File: src/rtl/chan_burst_injector_if.sv
// Symbol stream between the convolutional encoder, the burst-error channel
// model and the Viterbi decoder. The encoder side drives valid_i/sym_i. The
// channel model returns the registered, possibly corrupted symbol together
// with the mask that was applied to it.
interface chan_burst_injector_if;
  logic       valid_i;
  logic [1:0] sym_i;
  logic       valid_o;
  logic [1:0] sym_o;
  logic [1:0] err_mask_o;

  modport master (
    output valid_i,
    output sym_i,
    input  valid_o,
    input  sym_o,
    input  err_mask_o
  );

  modport slave (
    input  valid_i,
    input  sym_i,
    output valid_o,
    output sym_o,
    output err_mask_o
  );
endinterface

File: src/rtl/chan_burst_injector.sv
// Burst-error channel model placed between the convolutional encoder and the
// Viterbi decoder.
//
// Each 2-bit symbol is registered and XORed with an error mask. A 32-bit
// Galois LFSR (x^32+x^22+x^2+x+1) decides when a burst starts, and it also
// supplies the mask bits. A burst covers BURST_LEN accepted symbols.
// Corruption is confined to the first WINDOW symbols after reset.
//
// Optional build macro CHAN_STATS_EN enables the burst and flipped-bit
// statistics counters. When the macro is undefined, those two outputs read 0.
// The word counter is always present because it bounds the window.
module chan_burst_injector #(
  parameter int unsigned N         = 5,
  parameter int unsigned BURST_LEN = 2,
  parameter int unsigned WINDOW    = 256,
  parameter logic [31:0] SEED      = 32'hACE1_1234
) (
  input  logic                 clk,
  input  logic                 rst,
  input  logic                 inj_en_i,
  chan_burst_injector_if.slave chan_if,
  output logic                 inj_active_o,
  output logic [15:0]          word_ct_o,
  output logic [15:0]          burst_ct_o,
  output logic [15:0]          bad_bit_ct_o
);

  localparam logic [31:0] LFSR_TAPS = 32'h8020_0003;
  localparam logic [7:0]  BURST_REM = 8'(BURST_LEN - 1);
  localparam logic [31:0] WIN_END   = 32'(WINDOW);
  localparam logic [31:0] WIN_LAST  = 32'(WINDOW - 1);

  typedef enum logic [1:0] {
    ST_IDLE,
    ST_BURST,
    ST_DONE
  } state_e;

  state_e      state_q, state_d;
  logic [7:0]  rem_q, rem_d;
  logic [31:0] lfsr_q, lfsr_d;
  logic [15:0] word_ct_q, word_ct_d;
  logic        valid_q;
  logic [1:0]  sym_q;
  logic [1:0]  err_mask_q;

  logic [1:0]  mask;
  logic [1:0]  lfsr_mask;
  logic [31:0] sym_idx;
  logic        trigger;
  logic        in_window;
  logic        at_last;
  logic        can_start;

  // Trigger and mask are taken from the LFSR value before it advances.
  assign lfsr_d    = lfsr_q[0] ? ((lfsr_q >> 1) ^ LFSR_TAPS) : (lfsr_q >> 1);
  assign trigger   = &lfsr_q[N-1:0];
  // A raw mask of 00 is replaced by 11, so every injected symbol flips at least one bit.
  assign lfsr_mask = (lfsr_q[31:30] == 2'b00) ? 2'b11 : lfsr_q[31:30];

  // word_ct_q is the index of the symbol currently being accepted.
  assign sym_idx   = {16'd0, word_ct_q};
  assign in_window = sym_idx < WIN_END;
  assign at_last   = sym_idx == WIN_LAST;
  assign can_start = in_window && inj_en_i && trigger;
  assign word_ct_d = (word_ct_q == 16'hFFFF) ? word_ct_q : word_ct_q + 16'd1;

  // Next state, burst countdown, and the mask applied to the incoming symbol.
  // NOTE: every signal this block writes gets a default first, so no path can infer a latch.
  always_comb begin
    state_d = state_q;
    rem_d   = rem_q;
    mask    = 2'b00;
    if (chan_if.valid_i) begin
      case (state_q)
        ST_IDLE: begin
          if (can_start) begin
            mask  = lfsr_mask;
            rem_d = BURST_REM;
            if (BURST_REM != 8'd0) state_d = ST_BURST;
          end
          // The last symbol of the window closes injection, even if a burst just started on it.
          if (at_last) begin
            state_d = ST_DONE;
            rem_d   = 8'd0;
          end
        end
        ST_BURST: begin
          if (in_window) mask = lfsr_mask;
          rem_d = rem_q - 8'd1;
          if (at_last) begin
            state_d = ST_DONE;
            rem_d   = 8'd0;
          end else if (rem_q == 8'd1) begin
            state_d = ST_IDLE;
          end
        end
        default: begin
          // ST_DONE: pure pass-through until reset.
        end
      endcase
    end
  end

  // FSM state and remaining-burst register. Both hold while valid_i is low.
  // NOTE: sequential state uses non-blocking assignments, so every register samples pre-edge values.
  always_ff @(posedge clk or negedge rst) begin
    if (!rst) begin
      state_q <= ST_IDLE;
      rem_q   <= 8'd0;
    end else begin
      state_q <= state_d;
      rem_q   <= rem_d;
    end
  end

  // Output stage, LFSR and word counter. LFSR and counter advance only on accepted symbols.
  always_ff @(posedge clk or negedge rst) begin
    if (!rst) begin
      valid_q    <= 1'b0;
      sym_q      <= 2'b00;
      err_mask_q <= 2'b00;
      lfsr_q     <= SEED;
      word_ct_q  <= 16'd0;
    end else begin
      valid_q    <= chan_if.valid_i;
      err_mask_q <= mask;
      if (chan_if.valid_i) begin
        sym_q     <= chan_if.sym_i ^ mask;
        lfsr_q    <= lfsr_d;
        word_ct_q <= word_ct_d;
      end
    end
  end

`ifdef CHAN_STATS_EN
  logic [15:0] burst_ct_q;
  logic [15:0] bad_bit_ct_q;
  logic [16:0] bad_sum;

  assign bad_sum = {1'b0, bad_bit_ct_q} + 17'(mask[1]) + 17'(mask[0]);

  // Saturating statistics: bursts started and total flipped bits.
  always_ff @(posedge clk or negedge rst) begin
    if (!rst) begin
      burst_ct_q   <= 16'd0;
      bad_bit_ct_q <= 16'd0;
    end else if (chan_if.valid_i) begin
      if (state_q == ST_IDLE && can_start && burst_ct_q != 16'hFFFF) begin
        burst_ct_q <= burst_ct_q + 16'd1;
      end
      bad_bit_ct_q <= bad_sum[16] ? 16'hFFFF : bad_sum[15:0];
    end
  end

  assign burst_ct_o   = burst_ct_q;
  assign bad_bit_ct_o = bad_bit_ct_q;
`else
  assign burst_ct_o   = 16'd0;
  assign bad_bit_ct_o = 16'd0;
`endif

  assign chan_if.valid_o    = valid_q;
  assign chan_if.sym_o      = sym_q;
  assign chan_if.err_mask_o = err_mask_q;
  assign inj_active_o       = (state_q == ST_BURST);
  assign word_ct_o          = word_ct_q;

endmodule

File: src/flat_wrapper.sv
// flat-port wrapper written by rule: the top's interface ports become plain ports
module chan_burst_injector_flat 
#(
  parameter int unsigned N         = 5,
  parameter int unsigned BURST_LEN = 2,
  parameter int unsigned WINDOW    = 256,
  parameter logic [31:0] SEED      = 32'hACE1_1234
)
  (clk, rst, inj_en_i, inj_active_o, word_ct_o, burst_ct_o, bad_bit_ct_o, chan_if_valid_i, chan_if_sym_i, chan_if_valid_o, chan_if_sym_o, chan_if_err_mask_o);
  chan_burst_injector_if chan_if_i ();
  input  logic clk;
  input  logic rst;
  input  logic inj_en_i;
  output logic inj_active_o;
  output logic [15:0] word_ct_o;
  output logic [15:0] burst_ct_o;
  output logic [15:0] bad_bit_ct_o;
  input wire logic [$bits(chan_if_i.valid_i)-1:0] chan_if_valid_i;
  input wire logic [$bits(chan_if_i.sym_i)-1:0] chan_if_sym_i;
  output wire logic [$bits(chan_if_i.valid_o)-1:0] chan_if_valid_o;
  output wire logic [$bits(chan_if_i.sym_o)-1:0] chan_if_sym_o;
  output wire logic [$bits(chan_if_i.err_mask_o)-1:0] chan_if_err_mask_o;
  assign chan_if_i.valid_i = chan_if_valid_i;
  assign chan_if_i.sym_i = chan_if_sym_i;
  assign chan_if_valid_o = chan_if_i.valid_o;
  assign chan_if_sym_o = chan_if_i.sym_o;
  assign chan_if_err_mask_o = chan_if_i.err_mask_o;
  chan_burst_injector #(.N(N), .BURST_LEN(BURST_LEN), .WINDOW(WINDOW), .SEED(SEED)) u_core (.clk(clk), .rst(rst), .inj_en_i(inj_en_i), .chan_if(chan_if_i), .inj_active_o(inj_active_o), .word_ct_o(word_ct_o), .burst_ct_o(burst_ct_o), .bad_bit_ct_o(bad_bit_ct_o));
endmodule
File: config.mk
export PLATFORM = sky130hd
export DESIGN_NAME = chan_burst_injector_flat
export DESIGN_NICKNAME = d
export VERILOG_FILES = /design/src/rtl/chan_burst_injector_if.sv /design/src/rtl/chan_burst_injector.sv /design/src/flat_wrapper.sv
export SDC_FILE = /design/constraint.sdc
export NUM_CORES = 1
export LEC_CHECK = 0
export CAP_MARGIN = 0
export CORE_MARGIN = 4
export CORE_UTILIZATION = 52
export DETAILED_ROUTE_END_ITERATION = 8
export PLACE_DENSITY = 0.88
export REMOVE_ABC_BUFFERS = 1
export SLEW_MARGIN = 20
export SYNTH_ARGS = -nofsm -noshare
export SYNTH_HDL_FRONTEND = slang
export SYNTH_SLANG_ARGS = --single-unit
File: constraint.sdc
create_clock -name clk -period 2.2 [get_ports clk]
set_input_delay 0.66 -clock clk [delete_from_list [all_inputs] [get_ports clk]]
set_output_delay 0.66 -clock clk [all_outputs]
set_load 0.01 [all_outputs]
Yosys cells after proc, flatten, opt, wreduce, memory -nomap -nowiden
Index checks and enable logic that the tools add are counted.

Add/sub/neg operators: 2. Mux-type cells: 15. Bitwise operators: 3. Reduce and logical (&&, ||, !) cells: 9. Order comparisons: 1. Equal/unequal tests: 6.

Operators with widths (number): 32-bit 2-to-1 mux (1); 8-bit 2-to-1 mux (3); 16-bit by 1-bit adder with 16-bit output, second input constant (1); 16-bit == test, second input constant (1); 16-bit by 8-bit == test with 1-bit output, second input constant (1); 16-bit by 9-bit < comparator with 1-bit output, second input constant (1); 2-bit 2-to-1 mux (8); 8-bit one-hot mux with 2 select lines (1); 8-bit by 1-bit == test with 1-bit output, second input constant (1); 2-bit one-hot mux with 2 select lines (2); 8-bit by 1-bit subtractor with 8-bit output, second input constant (1); 3-bit by 1-bit != test with 1-bit output, second input constant (2); 5-bit AND reduction (1); 2-bit zero test (2); 3-bit inverter with 4-bit output (1); 4-bit AND reduction (1); 3-bit AND reduction (1); 2-bit by 1-bit == test with 1-bit output, second input constant (1); 1-bit logical AND (2); 2-bit AND reduction (1); 2-bit nonzero test (1); 2-bit XOR (1); 1-bit inverter (1).

Register bits after elaboration: 63. Output and inout port bits: 54.

Depth between registers and ports, before layout
Depth in word-level cells: 7. Depth in mapped cells: 7. Mapped depth without buffers: 6.

Worst setup path after synthesis
Ideal clock, no wire load.

Kind: input port to flip-flop. From: in chan_if_valid_i. To: reg u_core.rem_q[3]. Setup time: 0.079 ns. Cell stages on the path: 6. Arrival time: 1.847 ns. Slack: 0.274 ns. Data required time: 2.121 ns. Path through: buf_2 > and2b_1 > nand3_4 > a21o_4 > a2111oi_4 > mux2i_1.

Cells in the longest elaborated chain, start to end: 1.

RTL lines: start, declared (line flat_wrapper.sv:18) `input wire logic [$bits(chan_if_i.valid_i)-1:0] chan_if_valid_i;`; 3-bit AND reduction (no line); end signal, assigned (line chan_burst_injector.sv:113) `rem_q <= rem_d;`; end, declared (line chan_burst_injector.sv:40) `logic [7:0] rem_q, rem_d;`.

Every way passes these cells. A chain may end at the register's enable or synchronous reset.

Worst setup path after layout
From: reg u_core.word_ct_q[14], in the netlist u_core.word_ct_o[14]. To: out word_ct_o[14].

RTL lines: start, declared (line chan_burst_injector.sv:42) `logic [15:0] word_ct_q, word_ct_d;`; start signal, assigned (line chan_burst_injector.sv:131) `word_ct_q <= word_ct_d;`; end, declared (line flat_wrapper.sv:15) `output logic [15:0] word_ct_o;`.

No word-level cell between the ends.

==> metrics <==
number of port buffers 27; RSZ-0062 raised after global routing no; crit-path max cell delay 0.60 ns; Total GRT Usage 0.169; CP Launch Type flip-flop; worst-path fanout max 7; fraction of layout cells with a size suffix above 1 0.263; Root Driver clkbuf_8; DP Area 3430 um2; Ports 60; vias per inst 5.23; Post-synth EDFFs 0; deepest clock path buffer count 2; pin count of the biggest net entering global routing 26; Power Density 1120 nW/um2; clock-pin transition on the worst setup and hold timing paths 0.07 ns; HPWL Detailed 4030 um; Worst EP required 1.54 ns; dominant cell type by area after synthesis dfrtp_1; initial antenna violation count 0; post-cts sizing count 1; die width 85.8 um; Synth area leaders dfrtp_1 (40%), mux2_2 (11%), dfstp_2 (11%); worst clock skew 0.0107 ns; Final Max Tran Viols 0; first-pass GRT wire length 9600 um; Finished Layout Cells 383; CTS Sinks 63; post-route clock period utilization 0.955; Num CTS Buffers 9; count of cell types in the netlist 46; CP bufs+invs 1; CORE AREA 5890 um2; P_sw 1.29 mW; Main synth FF type dfrtp_1; row cnt 28; Die Area 7370 um2; H-tree levels 3; minimum hold slack 0.297 ns; total routed wirelength 5590 um; Crit Path Category flip-flop to output pin; Initial DRC Count 124; leakage power 1.54 nW; Crit-path slowest cell clkdlybuf4s50_1; status complete, no violations; crit-path cells clkdlybuf4s50_1; max_slew headroom 0.629; vias post-DR 2004; Setup Buffers After CTS 0; sequential power share 0.515; clock network fraction of design power 0.223; Synth top cells by count dfrtp_1 (50), buf_4 (32), mux2_2 (31); post-synthesis register bit count 63; worst-skew pair later-pin latency 0.34 ns; delay-heaviest family, CP buffers and inverters; Fin. Hold Viols 0; Final ANT Viol Nets 0; diode count 0; via count of the first global-routing pass 2041; Setup TNS Final 0 ns; ys async rst share 1.00; sequential area share after synthesis 0.506; Tightest Pin Transition 0.552 ns; CTS Hold Bufs 0; WP data arrival 1.44 ns; Setup WS pre-CTS -0.0925 ns; Min-Delay Path Class input port to async pin; Filler cells 472; Yosys top cell area share 0.397; final setup fails 0; layout net count 313; Final min period 2.10 ns; DR WL/cell 14.6 um; Placed Cells 367; combinational share of power 0.262; area delta synth->final 14.8%; Mapped Area 3150 um2; most common cell in the netlist dfrtp_1; CTS tree yes; synth warn 0; Mean Syn Cell Area 11.9 um2; DRT Pass-1 Iters 4; Worst Slack Setup Final 0.0995 ns; Final Total Pwr 4.04 mW; peak supply drop 0.739 mV; sw frac 0.320; fmax 476 MHz; crit end category output pin; RD Place Congestion 0.825; Die Height 85.8 um; post-layout util 0.614; Starting Density 0.535; DRC Markers 0; Synth Instances 265; Internal Power 2.75 mW; Max Cap Viol 0; post-layout instance area 3620 um2; total congestion overflow 0
[path summary, 6_finish.rpt]
check / from / end / slack, ns / depth (start not counted)
worst min-delay path: rst / u_core.lfsr_q[13] / 0.30 / 1
max in group asynchronous: rst / u_core.lfsr_q[5] / 1.33 / 2
worst min register to register: u_core.lfsr_q[21] / u_core.lfsr_q[21] / 0.49 / 2
min in group clk: u_core.lfsr_q[21] / u_core.lfsr_q[21] / 0.49 / 2
worst max register to register: u_core.word_ct_o[0] / u_core.word_ct_o[1] / 0.20 / 5
worst max-delay path: u_core.word_ct_o[14] / word_ct_o[14] / 0.1 / 1
[registers in the layout, summed over array words and instances, names as in the netlist]
register,count
u_core.chan_if.err_mask_o,2
u_core.chan_if.sym_o,2
u_core.chan_if.valid_o,1
u_core.lfsr_q,32
u_core.rem_q,8
u_core.state_q,2
u_core.word_ct_o,16
[power by group through the flow]
stage	Sequential [mW]	Combinational, mW	Clock, mW
finish	2.08	1.06	0.900
global route	2.16	1.20	0.988
CTS	2.09	1.08	0.936
detailed placement	2.10	1.07	0
global placement	2.06	1.02	0
floorplan	2.01	0.724	0
[cell families (layout without fill, tap and decap cells)]
family                   count (synthesis)  in the layout  share of synthesized area
flip-flops                              63             63                      0.506
AND/OR/NAND/NOR                         70             70                      0.137
XOR/XNOR                                17             17                     0.0473
AO/OA/AOI/OAI                           28             28                     0.0699
other                                    1             32                    0.00119
buffers and inverters                   45             57                     0.0921
adder cells (fa/ha/maj)                  4              4                     0.0159
multiplexers                            37             37                      0.131
[area by class of cell]
type	count	area (um2)	share of cell area
inverter	7	26.3	0.00727
clock inverter	6	45.0	0.0125
sequential	63	1590	0.440
tap	75	93.8	0.0260
clock buffer	10	138	0.0381
timing repair buffer	34	337	0.0931
multi-input combinational	188	1380	0.383
[layer usage]
metal	track usage	routed length (um)	up-vias
li1	-	-	945
met1	0.208	2350	974
met2	0.267	2750	74
met3	0.0576	370	11
met4	0.0849	120	0
met5	0	0	-
[cells in the final DEF, fill, tap and decap left out, types with 2 or more instances in the layout]
master           Yosys  routed
a31oi_1              4       4
buf_12               0       2
nor4_1               2       2
nor4_4               2       2
and3_1               3       3
ha_1                 4       4
dfstp_2             13      13
clkinvlp_4           0       3
inv_1                7       7
a21oi_1              8       8
clkdlybuf4s50_1      0      24
buf_4               32       5
nand4_1              5       5
nor2_1              12      12
nand2b_1             7       7
mux2i_1              5       5
mux2_2              31      31
clkbuf_8             0      10
xor2_1               4       4
nand2_1             14      14
nand3_1              9       9
xnor2_1             13      13
conb_1               1      32
dfrtp_1             50      50
nor2b_1              2       2
nor3_1               4       4
buf_2                1       2
a21o_1               3       3
o21ai_0              3       3
nor3_2               2       2
No activity file was read; power rests on OpenSTA's default activity.
